### config.mk
export PLATFORM = sky130hd
export DESIGN_NAME = mr_emi_arb
export DESIGN_NICKNAME = d
export VERILOG_FILES = /design/src/rtl/mr_emi_pkg.sv /design/src/rtl/mr_emi_beat_ctr.sv /design/src/rtl/mr_emi_arb.sv
export SDC_FILE = /design/constraint.sdc
export NUM_CORES = 1
export LEC_CHECK = 0
export BUFFER_PORTS_ARGS = -buffer_cell sky130_fd_sc_hd__buf_2
export CAP_MARGIN = 20
export CORE_AREA = 2 2 175 177
export CTS_CLUSTER_DIAMETER = 50
export CTS_CLUSTER_SIZE = 14
export DETAILED_ROUTE_END_ITERATION = 6
export DIE_AREA = 0 0 177 179
export PLACE_DENSITY_LB_ADDON = 0.12
export SYNTH_ARGS = -nofsm -noshare
export SYNTH_HDL_FRONTEND = slang
export SYNTH_SLANG_ARGS = --single-unit
export TNS_END_PERCENT = 100
### constraint.sdc
create_clock -name clk -period 1.6 [get_ports clk]
set_input_delay 0.24 -clock clk [delete_from_list [all_inputs] [get_ports clk]]
set_output_delay 0.24 -clock clk [all_outputs]
set_load 0.02 [all_outputs]
### src/rtl/mr_emi_pkg.sv
// mr_emi_pkg: shared definitions for the EMI arbiter block.
//   - EMI size encodings (EMI_SIZE_CL = cache-line burst)
//   - EMI_CL_BEATS: default beats per cache-line transaction
//   - arb_state_e: arbiter state encoding
package mr_emi_pkg;

  localparam logic [1:0] EMI_SIZE_BYTE = 2'b00;
  localparam logic [1:0] EMI_SIZE_HALF = 2'b01;
  localparam logic [1:0] EMI_SIZE_WORD = 2'b10;
  localparam logic [1:0] EMI_SIZE_CL   = 2'b11;

  localparam int EMI_CL_BEATS = 4;

  typedef enum logic [1:0] {
    ARB_IDLE  = 2'b00,
    ARB_GNT_I = 2'b01,
    ARB_GNT_D = 2'b10,
    ARB_DRAIN = 2'b11
  } arb_state_e;

endpackage

### src/rtl/mr_emi_beat_ctr.sv
// mr_emi_beat_ctr: counts returned beats of the granted EMI transaction.
//   clk, reset (async, active-low)
//   clr   : grant strobe; clears the count and samples size
//   size  : requesting master's size, sampled on clr
//   beat  : a downstream beat is valid for the granted master
//   last  : this beat is the final one of the transaction (combinational)
module mr_emi_beat_ctr
  import mr_emi_pkg::*;
#(
  parameter int CL_BEATS = EMI_CL_BEATS
) (
  input  logic       clk,
  input  logic       reset,
  input  logic       clr,
  input  logic [1:0] size,
  input  logic       beat,
  output logic       last
);

  localparam int CW = $clog2(CL_BEATS) + 1;

  logic [CW-1:0] count_r;
  logic          cl_r;
  logic [CW-1:0] last_idx_s;

  // Beat count and latched burst type; size is only sampled at grant.
  always_ff @(posedge clk or negedge reset) begin
    if (!reset) begin
      count_r <= '0;
      cl_r    <= 1'b0;
    end else if (clr) begin
      count_r <= '0;
      cl_r    <= (size == EMI_SIZE_CL);
    end else if (beat) begin
      count_r <= count_r + CW'(1);
      cl_r    <= cl_r;
    end else begin
      count_r <= count_r;
      cl_r    <= cl_r;
    end
  end

  // Index of the final beat: CL_BEATS-1 for a cache line, 0 otherwise.
  always_comb begin
    last_idx_s = '0;
    if (cl_r) begin
      last_idx_s = CW'(CL_BEATS - 1);
    end else begin
      last_idx_s = '0;
    end
  end

  assign last = beat && (count_r == last_idx_s);

endmodule

### src/rtl/mr_emi_arb.sv
// mr_emi_arb: two-into-one EMI arbiter (I fetch port, D data port -> memory).
// One master is granted per transaction; its request fields pass straight
// through to the memory port. Returned beats are counted so cache-line
// bursts finish cleanly, then the arbiter holds m_emi_req low until the
// owner drops its req (DRAIN) and spends one IDLE cycle before re-arbitrating.
//
// Ports:
//   clk, reset (async, active-low)
//   i_emi_*  : instruction master (read-only)      req/addr/size in, rdata/valid out
//   d_emi_*  : data master (read/write)            req/addr/wdata/size/RnW/bws in, rdata/valid out
//   m_emi_*  : downstream slave                    request fields out, rdata/valid in
//
// Configuration:
//   MR_EMI_ARB_DPRIO_EN defined -> D always wins a tie (fixed priority).
//   undefined (default)         -> round-robin on ties, D wins the first one.
module mr_emi_arb
  import mr_emi_pkg::*;
#(
  parameter int ADDR_W   = 32,
  parameter int DATA_W   = 64,
  parameter int CL_BEATS = EMI_CL_BEATS
) (
  input  logic              clk,
  input  logic              reset,
  input  logic [ADDR_W-1:0] i_emi_addr,
  input  logic [1:0]        i_emi_size,
  input  logic              i_emi_req,
  output logic [DATA_W-1:0] i_emi_rdata,
  output logic              i_emi_valid,
  input  logic [ADDR_W-1:0] d_emi_addr,
  input  logic [DATA_W-1:0] d_emi_wdata,
  input  logic [1:0]        d_emi_size,
  input  logic              d_emi_RnW,
  input  logic [7:0]        d_emi_bws,
  input  logic              d_emi_req,
  output logic [DATA_W-1:0] d_emi_rdata,
  output logic              d_emi_valid,
  output logic [ADDR_W-1:0] m_emi_addr,
  output logic [DATA_W-1:0] m_emi_wdata,
  output logic [1:0]        m_emi_size,
  output logic              m_emi_RnW,
  output logic [7:0]        m_emi_bws,
  output logic              m_emi_req,
  input  logic [DATA_W-1:0] m_emi_rdata,
  input  logic              m_emi_valid
);

  arb_state_e state_r;
  arb_state_e state_s;
  // Owner of the current/most recent grant. DRAIN needs it to know whose
  // req to wait on; in round-robin builds it is also the last-grant bit.
  logic       owner_d_r;
  logic       pick_d_s;
  logic       take_s;
  logic       owner_req_s;
  logic       beat_s;
  logic       last_s;

  // Arbitration choice among the currently requesting masters.
  always_comb begin
    pick_d_s = 1'b0;
    if (i_emi_req && d_emi_req) begin
`ifdef MR_EMI_ARB_DPRIO_EN
      pick_d_s = 1'b1;
`else
      pick_d_s = !owner_d_r;
`endif
    end else if (d_emi_req) begin
      pick_d_s = 1'b1;
    end else begin
      pick_d_s = 1'b0;
    end
  end

  assign owner_req_s = owner_d_r ? d_emi_req : i_emi_req;
  assign beat_s      = m_emi_valid && ((state_r == ARB_GNT_I) || (state_r == ARB_GNT_D));

  // Next-state logic; a granted master dropping req aborts straight to IDLE.
  always_comb begin
    state_s = state_r;
    take_s  = 1'b0;
    case (state_r)
      ARB_IDLE: begin
        if (i_emi_req || d_emi_req) begin
          take_s  = 1'b1;
          state_s = pick_d_s ? ARB_GNT_D : ARB_GNT_I;
        end else begin
          state_s = ARB_IDLE;
        end
      end
      ARB_GNT_I: begin
        if (!i_emi_req) begin
          state_s = ARB_IDLE;
        end else if (last_s) begin
          state_s = ARB_DRAIN;
        end else begin
          state_s = ARB_GNT_I;
        end
      end
      ARB_GNT_D: begin
        if (!d_emi_req) begin
          state_s = ARB_IDLE;
        end else if (last_s) begin
          state_s = ARB_DRAIN;
        end else begin
          state_s = ARB_GNT_D;
        end
      end
      ARB_DRAIN: begin
        if (!owner_req_s) begin
          state_s = ARB_IDLE;
        end else begin
          state_s = ARB_DRAIN;
        end
      end
      default: begin
        state_s = ARB_IDLE;
      end
    endcase
  end

  // State and grant-owner registers; owner resets to I so D wins the first tie.
  always_ff @(posedge clk or negedge reset) begin
    if (!reset) begin
      state_r   <= ARB_IDLE;
      owner_d_r <= 1'b0;
    end else begin
      state_r <= state_s;
      if (take_s) begin
        owner_d_r <= pick_d_s;
      end else begin
        owner_d_r <= owner_d_r;
      end
    end
  end

  mr_emi_beat_ctr #(
    .CL_BEATS (CL_BEATS)
  ) u_beat_ctr (
    .clk   (clk),
    .reset (reset),
    .clr   (take_s),
    .size  (pick_d_s ? d_emi_size : i_emi_size),
    .beat  (beat_s),
    .last  (last_s)
  );

  // Downstream request mux; outside a grant the port is parked at read/zero.
  always_comb begin
    m_emi_req   = 1'b0;
    m_emi_addr  = '0;
    m_emi_wdata = '0;
    m_emi_size  = 2'b00;
    m_emi_RnW   = 1'b1;
    m_emi_bws   = 8'h00;
    case (state_r)
      ARB_GNT_I: begin
        m_emi_req  = i_emi_req;
        m_emi_addr = i_emi_addr;
        m_emi_size = i_emi_size;
      end
      ARB_GNT_D: begin
        m_emi_req   = d_emi_req;
        m_emi_addr  = d_emi_addr;
        m_emi_wdata = d_emi_wdata;
        m_emi_size  = d_emi_size;
        m_emi_RnW   = d_emi_RnW;
        m_emi_bws   = d_emi_bws;
      end
      default: begin
        m_emi_req = 1'b0;
      end
    endcase
  end

  assign i_emi_rdata = m_emi_rdata;
  assign d_emi_rdata = m_emi_rdata;
  assign i_emi_valid = m_emi_valid && (state_r == ARB_GNT_I);
  assign d_emi_valid = m_emi_valid && (state_r == ARB_GNT_D);

endmodule

==> reports/metrics.yaml, run 1 <==
fin_nets: 699
worstMarginPinSlew_ns: 0.248
avgSynthCellArea_um2: 7.18
cp-endpoint: "m_emi_addr[20]"
rsz0062_at_grt: "true"
cp-start-kind: "flop"
synth.distinct_cells: 29
finalHoldViolations: 0
status: "finished, violations left"
drt_iter0_drc: 53
grt_pass1_wl_um: 19300
routed_via_density: 3.14
maxCapViolCount: 0
synth_nets: 556
post_drt_wl_per_cell_um: 16.9
cts_tree: "done"
drc: 0
fin_ws_ns: -0.261
h-tree-depth: 1
wirelength_um: 14800
clock_path_buffers: 2
antenna_found_initial: 1
synth_top_family_by_area: "buffers and inverters"
cts_buffers: 3
power_density_nw_per_um2: 1820
post-route-util_pct: 15.5
cp.required_ns: 1.36
diodes: 0
swShare_pct: 45.7
cts_root_buf: "clkbuf_16"
holdPathStages: 2
end_kind: "primary output"
clk_pin_slew_ns: 0.04
clock-sinks: 7
fmax_mhz: 537
fin_skew_ns: 0.00335
seqPwrFrac_pct: 3.8
yosysTopAreaCell: "buf_4"
synthMuxAreaShare_pct: 0.613
initial_core_util_pct: 8.15
num-fill-cells: 3422
hp-class: "input pin to flop"
port_buffers: 255
ys_ff_latch: 7
die_w_um: 177
dieArea_um2: 31700
synth_adder_area_share_pct: 2.55
path_max_fanout: 7
netlist_top_cells_area: "buf_4 39%, and2_1 19%, a22oi_1 11%"
leakage_nw: 2.15
intPower_mw: 4.60
slew_headroom_pct: 83.4
reg2reg_to: "state_r[1]"
insertion_delay_ns: 0.23
overflow: 0
rr_worst_depth: 7
startpoint: "state_r[1]"
hpwl_um: 11700
worstPathArrival_ns: 1.62
coreArea_um2: 30000
place.gp.congestion: 0.772
r2r_slack_ns: -0.05
grt_max_degree: 28
die_h_um: 179
synthCells: 341
synth.top_cell.area_share_pct: 39.2
regToRegStartpoint: "state_r[1]"
synth_xor_area_share_pct: 0.715
drive_above_1_share_pct: 85.7
min_period_ns: 1.86
fin_crit_sh_pct: 116
worstSetupPathType: "flop to primary output"
num_vias: 2763
ios: 448
clockPowerShare_pct: 5.1
peakVddDrop_v: 0.000432
placementRows: 64
syn_to_final_growth_pct: 90.6
dp_slack_ns: -0.102
fin_cells: 879
synth_area_um2: 2450
synth-compound-area-share_pct: 13.8
slew_violations: 0
setup_violations: 110
p_comb_share_pct: 91.2
total_power_mw: 8.47
firstDrtPassIters: 3
grt_pass1_vias: 2933
violations: "setup timing"
synth_simple_gate_area_share_pct: 31.7
grtUsageTotal_pct: 8.37
timing.hold.ws_ns: 0.335
min_from: "i_emi_req"
dp_cells: 854
switchingPower_mw: 3.87
yosys_warnings: 0
ys_seq_area_share_pct: 7.15
postRouteAntennaNets: 0
==> timing repair <==
| item | CTS | global route |
|---|---|---|
| gates resized for setup | 235 | 64 |
| buffers inserted | 14 | 5 |
| endpoints found under the hold margin | 7 | 0 |
| gates cloned | 6 | 1 |
| pin swaps | 10 | 13 |
| endpoints found under the setup margin | 112 | 112 |
| hold buffers | 1 | 0 |
==> critical path: stages (launching register included) <==
cell and delay (ns):
dfrtp_1 0.40, buf_6 0.13, ha_4 0.17, buf_6 0.13, buf_6 0.13, a22oi_2 0.19, nor2b_1 0.07, buf_2 0.16
==> layer usage <==
metal / wire [um] / GRT usage (%) / up-vias
met3: 1330 / 1.74 / 68
met2: 8130 / 17.0 / 183
met4: 592 / 3.51 / 2
met5: 16 / 0 / -
li1: - / - / 1262
met1: 4760 / 8.06 / 1248
==> cell usage in the layout (no fill, tap or decap), drive strengths merged <==
cell	instances
a21boi	1
clkbuf	5
xor2	2
nor3	1
dfrtp	7
inv	2
a21o	1
o21ai	1
buf	284
or3	1
nand3	4
o21a	1
and2	74
a221o	1
dlygate4sd3	1
nor4	1
a21oi	4
nand2b	1
mux2	1
nor2	3
nor2b	35
a22oi	35
ha	5
a221oi	1
nand2	10
a31oi	1
==> Yosys cell counts <==
master / instances
dfrtp_1: 7
a21oi_1: 3
o21a_1: 1
inv_1: 2
and2_1: 74
nand2_1: 9
clkbuf_1: 10
nor2_1: 3
a21oi_2: 1
o21ai_0: 1
buf_4: 128
ha_1: 5
a21boi_0: 1
xor2_1: 2
mux2_4: 1
nor2b_1: 35
or3_1: 1
buf_2: 9
nand2_2: 1
a22oi_1: 35
buf_6: 1
a221o_1: 1
nand2b_1: 1
nor3_1: 1
a21o_1: 1
nor4_1: 1
a221oi_1: 1
a31oi_1: 1
nand3_1: 4
==> final cells by class <==
cell class | count | area, um^2 | share of cell area, %
multi-input combinational | 184 | 1660 | 35.6
sequential | 7 | 175 | 3.75
tap | 396 | 495 | 10.6
inverter | 2 | 7.51 | 0.161
timing repair buffer | 286 | 2250 | 48.2
clock buffer | 4 | 78.8 | 1.69
==> power groups by stage <==
stage               Sequential (mW)  Clock [mW]  Combinational [mW]
finish                        0.318       0.430                7.73
global route                  0.331       0.444                8.26
CTS                           0.319       0.432                7.69
detailed placement            0.319           0                5.08
global placement              0.316           0                5.10
floorplan                     0.298           0                3.62
==> worst min-delay path by stage <==
| stage | slack, ns | endpoint |
|---|---|---|
| after floorplan | -0.06 | owner_d_r |
| after global placement | 0.10 | u_beat_ctr.count_r[2] |
| after detailed placement | 0.10 | owner_d_r |
| after CTS | 0.34 | owner_d_r |
| after global routing | 0.39 | owner_d_r |
| final | 0.33 | owner_d_r |
==> metrics by stage <==
step	area [um^2]	TNS, ns
after floorplan	2520	0
after global placement	3380	-3.07
after detailed placement	3380	-3.52
after CTS	4520	-21.59
after global routing	4670	-26.45
final	4670	-18.98
==> cells by family (layout without fill, tap and decap cells) <==
family,after synthesis,after routing
AND/OR/NAND/NOR,130,130
multiplexers,1,1
AO/OA/AOI/OAI,46,46
adder cells (fa/ha/maj),5,5
XOR/XNOR,2,2
buffers and inverters,150,292
flip-flops,7,7
==> flip-flops by register name, indices dropped and copies added, names as in the netlist <==
signal	cells
owner_d_r	1
state_r	2
u_beat_ctr.count_r	3
u_beat_ctr.cl_r	1
Power figures use the tool's default switching activity.
==> run 2: changes to the inputs <==
CORE_AREA = 5 5 169 171   (was 2 2 175 177)
DIE_AREA = 0 0 174 176   (was 0 0 177 179)
RECOVER_POWER = 100   (was not set)
==> reports/metrics.yaml, run 2 (synthesis results as in run 1) <==
grtUsageTotal_pct: 8.89  # +0.52 points
worstPathArrival_ns: 1.62  # about the same
min_period_ns: 1.86  # +0.000863 ns
clock_path_buffers: 2  # unchanged
slew_violations: 0  # unchanged
overflow: 0  # unchanged
largest_register_ffs: 3  # unchanged
port_buffers: 255  # unchanged
top_register: "u_beat_ctr.count_r"
path_max_fanout: 7  # unchanged
layout_commonest_cell: "buf_2"
clock-sinks: 7  # unchanged
postRouteAntennaNets: 0  # unchanged
finalHoldViolations: 0  # unchanged
cts_buffers: 3  # unchanged
coreArea_um2: 26700  # -11%
leakage_nw: 2.25  # +4.5%
total_power_mw: 9.07  # +7.1%
drt_iter0_drc: 30  # -43%
hpwl_um: 12100  # +3.2%
diodes: 0  # unchanged
grtUsageMet1_pct: 7.47  # -0.58 points
dieArea_um2: 30600  # -3.3%
rsz0062_at_grt: "true"
cp.required_ns: 1.36  # about the same
fin_cells: 829  # -5.7%
syn_to_final_growth_pct: 99.6
maxCapViolCount: 0  # unchanged
dp_cells: 810  # -5.2%
placementRows: 60  # -6.3%
peakVddDrop_v: 0.000763  # +77%
fmax_mhz: 537  # about the same
grt_max_degree: 18  # -36%
fin_nets: 704  # +0.72%
firstDrtPassIters: 4  # +1
fin_crit_sh_pct: 116  # about the same
initial_core_util_pct: 9.16  # +1.0 points
slew_headroom_pct: 71.8  # -12 points
post-route-util_pct: 18.3  # +2.7 points
grt_pass1_vias: 3329  # +14%
post_drt_wl_per_cell_um: 17.8  # +5.5%
num_vias: 2815  # +1.9%
gr-usage-met2_pct: 18.9  # +2.0 points
grt_use_met3_pct: 2.48  # +0.75 points
grt_pass1_wl_um: 20900  # +7.9%
h-tree-depth: 1  # unchanged
clk_pin_slew_ns: 0.04  # about the same
status: "finished, violations left"
fin_ws_ns: -0.262  # -0.000863 ns
fin_skew_ns: 0.000486  # -0.00286 ns
worstSetupPathType: "flop to primary output"
die_w_um: 174  # -1.7%
cts_root_buf: "clkbuf_16"
wirelength_um: 14800  # -0.50%
hp-class: "input pin to flop"
busiest_layer: "met2"
antenna_found_initial: 4  # +3
top_regs: "u_beat_ctr.count_r: 3 flops, state_r: 2 flops"
setup_violations: 108  # -1.8%
ios: 448  # unchanged
place.gp.congestion: 0.773  # +0.12%
cts_tree: "done"
power_density_nw_per_um2: 1860  # +2.3%
drc: 0  # unchanged
worstMarginPinSlew_ns: 0.423  # +0.175 ns
insertion_delay_ns: 0.23  # about the same
violations: "setup timing"
postPlaceCellArea_um2: 3390  # +0.41%
num-fill-cells: 2974  # -13%
die_h_um: 176  # -1.7%
drive_above_1_share_pct: 90.4  # +4.7 points
routed_via_density: 3.40  # +8.0%
end_kind: "primary output"
final_cell_area_um2: 4890  # +4.7%
cp-start-kind: "flop"
mostFrequentLayoutCells: "149 x buf_2, 104 x buf_6, 73 x and2_4"
run 2: per-stage QoR:
step	setup slack, ns	hold WS [ns]	setup TNS, ns
after CTS	-0.292	0.273	-21.85
after floorplan	0.0395	-0.0556	0
final	-0.262	0.292	-18.58
after global placement	-0.160	0.0971	-2.30
after global routing	-0.319	0.314	-25.17
after detailed placement	-0.159	0.0902	-4.73
run 2: area by class of cell:
cell class                 count  area, um^2  area share [%]
multi-input combinational    184        1720            35.1
inverter                       2        7.51           0.154
sequential                     7         175            3.58
timing repair buffer         291        2480            50.8
clock buffer                   4        78.8            1.61
tap                          341         427            8.73
run 2: power breakdown:
| part | internal (mW) | switching [mW] | total (mW) |
|---|---|---|---|
| registers | 0.246 | 0.0769 | 0.323 |
| logic | 4.56 | 3.76 | 8.33 |
| clock network | 0.332 | 0.0947 | 0.426 |
| total | 5.14 | 3.93 | 9.07 |
run 2: layer usage:
metal / up-vias / routed length [um]
met1: 1269 / 4260
met3: 63 / 1260
met5: - / 0
met2: 212 / 8600
met4: 0 / 625
li1: 1271 / -
run 2: final timing paths:
check / from / to / slack (ns) / depth (start not counted)
worst max-delay path: state_r[1] / m_emi_wdata[36] / -0.26 / 7
min in group asynchronous: reset / u_beat_ctr.count_r[0] / 0.48 / 2
max in group asynchronous: reset / state_r[0] / 0.83 / 2
worst max register to register: state_r[1] / state_r[0] / 0.08 / 7
worst min-delay path: i_emi_req / owner_d_r / 0.29 / 2
worst min register to register: u_beat_ctr.cl_r / u_beat_ctr.cl_r / 0.54 / 2
run 2: what timing repair did:
item,4_1_cts,5_1_grt
buffers inserted,8,4
gates cloned,7,1
pin swaps,6,14
endpoints found under the setup margin,111,112
hold buffers,1,0
gates resized for setup,306,48
endpoints found under the hold margin,7,0
run 2: critical path, stage by stage, from the launching register on:
cell and delay (ns):
dfrtp_1 0.39, buf_6 0.13, ha_4 0.18, buf_12 0.15, buf_12 0.13, buf_16 0.13
and2_4 0.14, buf_6 0.12
==> run 3: changes to the inputs <==
ABC_AREA = 1   (was not set)
CORE_AREA = 5 5 173 175   (was 5 5 169 171)
DIE_AREA = 0 0 178 180   (was 0 0 174 176)
==> reports/metrics.yaml, run 3 <==
final_cell_area_um2: 4870  # -0.31%
leakage_nw: 2.74  # +22%
fmax_mhz: 544  # +1.3%
ios: 448  # unchanged
top_register: "u_beat_ctr.count_r"
post_drt_wl_per_cell_um: 15.1  # -15%
num_vias: 3113  # +11%
dp_cells: 975  # +20%
min_from: "d_emi_size[1]"
power_density_nw_per_um2: 1570  # -15%
dp_slack_ns: -0.137  # +0.0221 ns
grt_pass1_vias: 3207  # -3.7%
regArea_um2: 175  # unchanged
min_period_ns: 1.84  # -0.0230 ns
num-fill-cells: 3310  # +11%
insertion_delay_ns: 0.23  # about the same
fin_skew_ns: 0.00224  # +0.00175 ns
clockPowerShare_pct: 5.6  # +0.9 points
yosys-top-cells-count: "159 x nand2_1, 133 x buf_4, 86 x inv_1, 41 x a21oi_1, 14 x buf_2"
status: "finished, violations left"
path_buf_inv: 5  # unchanged
routed_via_density: 3.12  # -8.2%
yosysTopAreaCell: "buf_4"
worstMarginPinSlew_ns: 0.475  # +0.0518 ns
initial_core_util_pct: 8.93  # -0.23 points
syn_to_final_growth_pct: 92.7
grt_pass1_wl_um: 19900  # -4.4%
synth.top_cell.area_share_pct: 39.5  # +0.24 points
violations: "setup timing"
yosys_warnings: 0  # unchanged
cts_tree: "done"
peakVddDrop_v: 0.000381  # -50%
grtUsageTotal_pct: 8.22  # -0.67 points
coreArea_um2: 28300  # +5.9%
avgSynthCellArea_um2: 5.46  # -24%
mostFrequentLayoutCells: "155 x buf_2, 129 x nand2_1, 96 x buf_6"
setup_violations: 109  # +0.93%
fin_crit_sh_pct: 115  # -1.4 points
overflow: 0  # unchanged
hpwl_um: 11400  # -5.9%
drive_above_1_share_pct: 66.0  # -24 points
multi_input_area_um2: 1350  # -22%
drc: 0  # unchanged
netlist_top_cells_area: "buf_4 39%, nand2_1 24%, inv_1 13%"
post-route-util_pct: 17.2  # -1.1 points
slew_violations: 0  # unchanged
dieArea_um2: 32000  # +4.6%
ys_seq_area_share_pct: 6.93  # -0.23 points
r2r_slack_ns: 0.08  # about the same
worstPathArrival_ns: 1.60  # -0.02 ns
postRouteAntennaNets: 0  # unchanged
rr_worst_depth: 8  # +1
cts_buffers: 3  # unchanged
cp-start-kind: "flop"
synthCells: 463  # +36%
synth.distinct_cells: 16  # -45%
top_regs: "u_beat_ctr.count_r: 3 flops, state_r: 2 flops"
synth_flop_cell: "dfrtp_1"
crit_chain: "inv_2 -> buf_4 -> ha_4 -> clkinv_8 -> buf_4 -> a21oi_4 -> buf_6"
total_power_mw: 7.65  # -16%
holdPathEnd: "u_beat_ctr.cl_r"
holdPathStages: 3  # +1
fin_cells: 999  # +21%
port_buffers: 255  # unchanged
synth_enable_flop_cells: 0  # unchanged
die_h_um: 180  # +2.3%
grt_max_degree: 23  # +5
intPower_mw: 3.85  # -25%
path_max_fanout: 7  # unchanged
slew_headroom_pct: 68.3  # -3.5 points
crit_family: "buffers and inverters"
clock-sinks: 7  # unchanged
clock_path_buffers: 2  # unchanged
ys_ff_latch: 7  # unchanged
synth.most_common_cell: "nand2_1"
synth_nets: 678  # +22%
crit_top_cell: "buf_4"
fin_setup_tns_ns: -17.59  # +0.987 ns
fin_nets: 830  # +18%
maxCapViolCount: 0  # unchanged
synth_area_um2: 2530  # +3.3%
h-tree-depth: 1  # unchanged
p_comb_share_pct: 90.5  # -1.2 points
finalHoldViolations: 0  # unchanged
drt_iter0_drc: 55  # +83%
seqPwrFrac_pct: 3.9  # +0.3 points
layout_commonest_cell: "buf_2"
reg2reg_to: "state_r[0]"
clk_pin_slew_ns: 0.04  # about the same
placementRows: 62  # +3.3%
hp-class: "input pin to flop"
swShare_pct: 49.6  # +6.3 points
regToRegStartpoint: "state_r[0]"
cp_slowest_stage_delay_ns: 0.35  # -0.04 ns
firstDrtPassIters: 4  # unchanged
async_reset_ff_share_pct: 100  # unchanged
largest_register_ffs: 3  # unchanged
switchingPower_mw: 3.80  # -3.5%
wirelength_um: 15100  # +2.1%
postPlaceCellArea_um2: 3480  # +2.7%
fin_ws_ns: -0.239  # +0.0230 ns
timing.hold.ws_ns: 0.320  # +0.0280 ns
cts_root_buf: "clkbuf_16"
worstSetupPathType: "flop to primary output"
slowest_stage: "dfrtp_1"
cp.required_ns: 1.36  # about the same
end_kind: "primary output"
rsz0062_at_grt: "true"
place.gp.congestion: 0.705  # -8.8%
die_w_um: 178  # +2.3%
antenna_found_initial: 5  # +1
[run 3: cell count changes in the layout (fill, tap and decap cells not counted), moves of 9 or more]
cell	before	now
a21oi_2	1	23
nand2_2	0	21
inv_1	0	48
inv_2	2	38
nand2_1	10	129
a21oi_4	0	13
nand2_4	0	9
and2_4	73	0
nor2b_2	30	0
a22oi_2	34	0
[run 3: layer usage]
metal  wire, um  share of wire, %  global-route usage, %  vias up
met2       7170                48                   14.1      189
li1           -                 -                      -     1519
met3       1740                12                   3.72       80
met1       5230                35                   8.22     1315
met4        814               5.4                   4.24       10
met5        108              0.72                   1.39        -
[run 3: worst register-to-register path, cell delays in order (launching register included)]
cell and delay [ns]:
dfrtp_1 0.37, inv_2 0.06, buf_4 0.11, ha_4 0.12
inv_1 0.06, nor2_1 0.34, inv_1 0.12, or2_0 0.21
nand2_1 0.07
[run 3: layout make-up]
type | count | area share (%)
diodes | 1 | 0.0513
clock buffers | 4 | 1.62
inverters | 87 | 6.96
multi-input cells | 222 | 27.6
flip-flops and latches | 7 | 3.59
well taps | 384 | 9.86
repair buffers | 294 | 50.3
[run 3: logic make-up after synthesis]
family / Yosys count / share of synthesized area (%)
AO/OA/AOI/OAI: 46 / 9.20
XOR/XNOR: 1 / 0.346
adder cells (fa/ha/maj): 5 / 2.47
buffers and inverters: 234 / 55.2
flip-flops: 7 / 6.93
AND/OR/NAND/NOR: 170 / 25.9
[run 3: power by group through the flow]
stage	clock network [mW]	logic [mW]	registers (mW)
2_1_floorplan	0	2.83	0.289
3_3_place_gp	0	4.35	0.299
3_5_place_dp	0	4.29	0.295
4_1_cts	0.443	6.30	0.298
5_1_grt	0.456	7.46	0.309
6_report	0.431	6.92	0.299
[run 3: worst max-delay path by stage]
stage | from | end | slack, ns | cells past startpoint
final | state_r[0] | m_emi_addr[23] | -0.24 | 7
after global routing | state_r[0] | m_emi_size[1] | -0.29 | 7
after CTS | state_r[0] | m_emi_addr[31] | -0.27 | 7
after detailed placement | state_r[0] | m_emi_addr[7] | -0.14 | 7
after global placement | state_r[0] | m_emi_addr[29] | -0.15 | 6
after floorplan | state_r[0] | m_emi_addr[0] | -0.04 | 5
[run 3: repair_timing]
item | 4_1_cts | 5_1_grt
setup buffers | 11 | 2
endpoints found under the setup margin | 110 | 113
cloned | 4 | 3
hold buffers | 1 | 0
hold endpoints to repair | 7 | 0
resized for setup | 219 | 123
pin swaps | 4 | 5
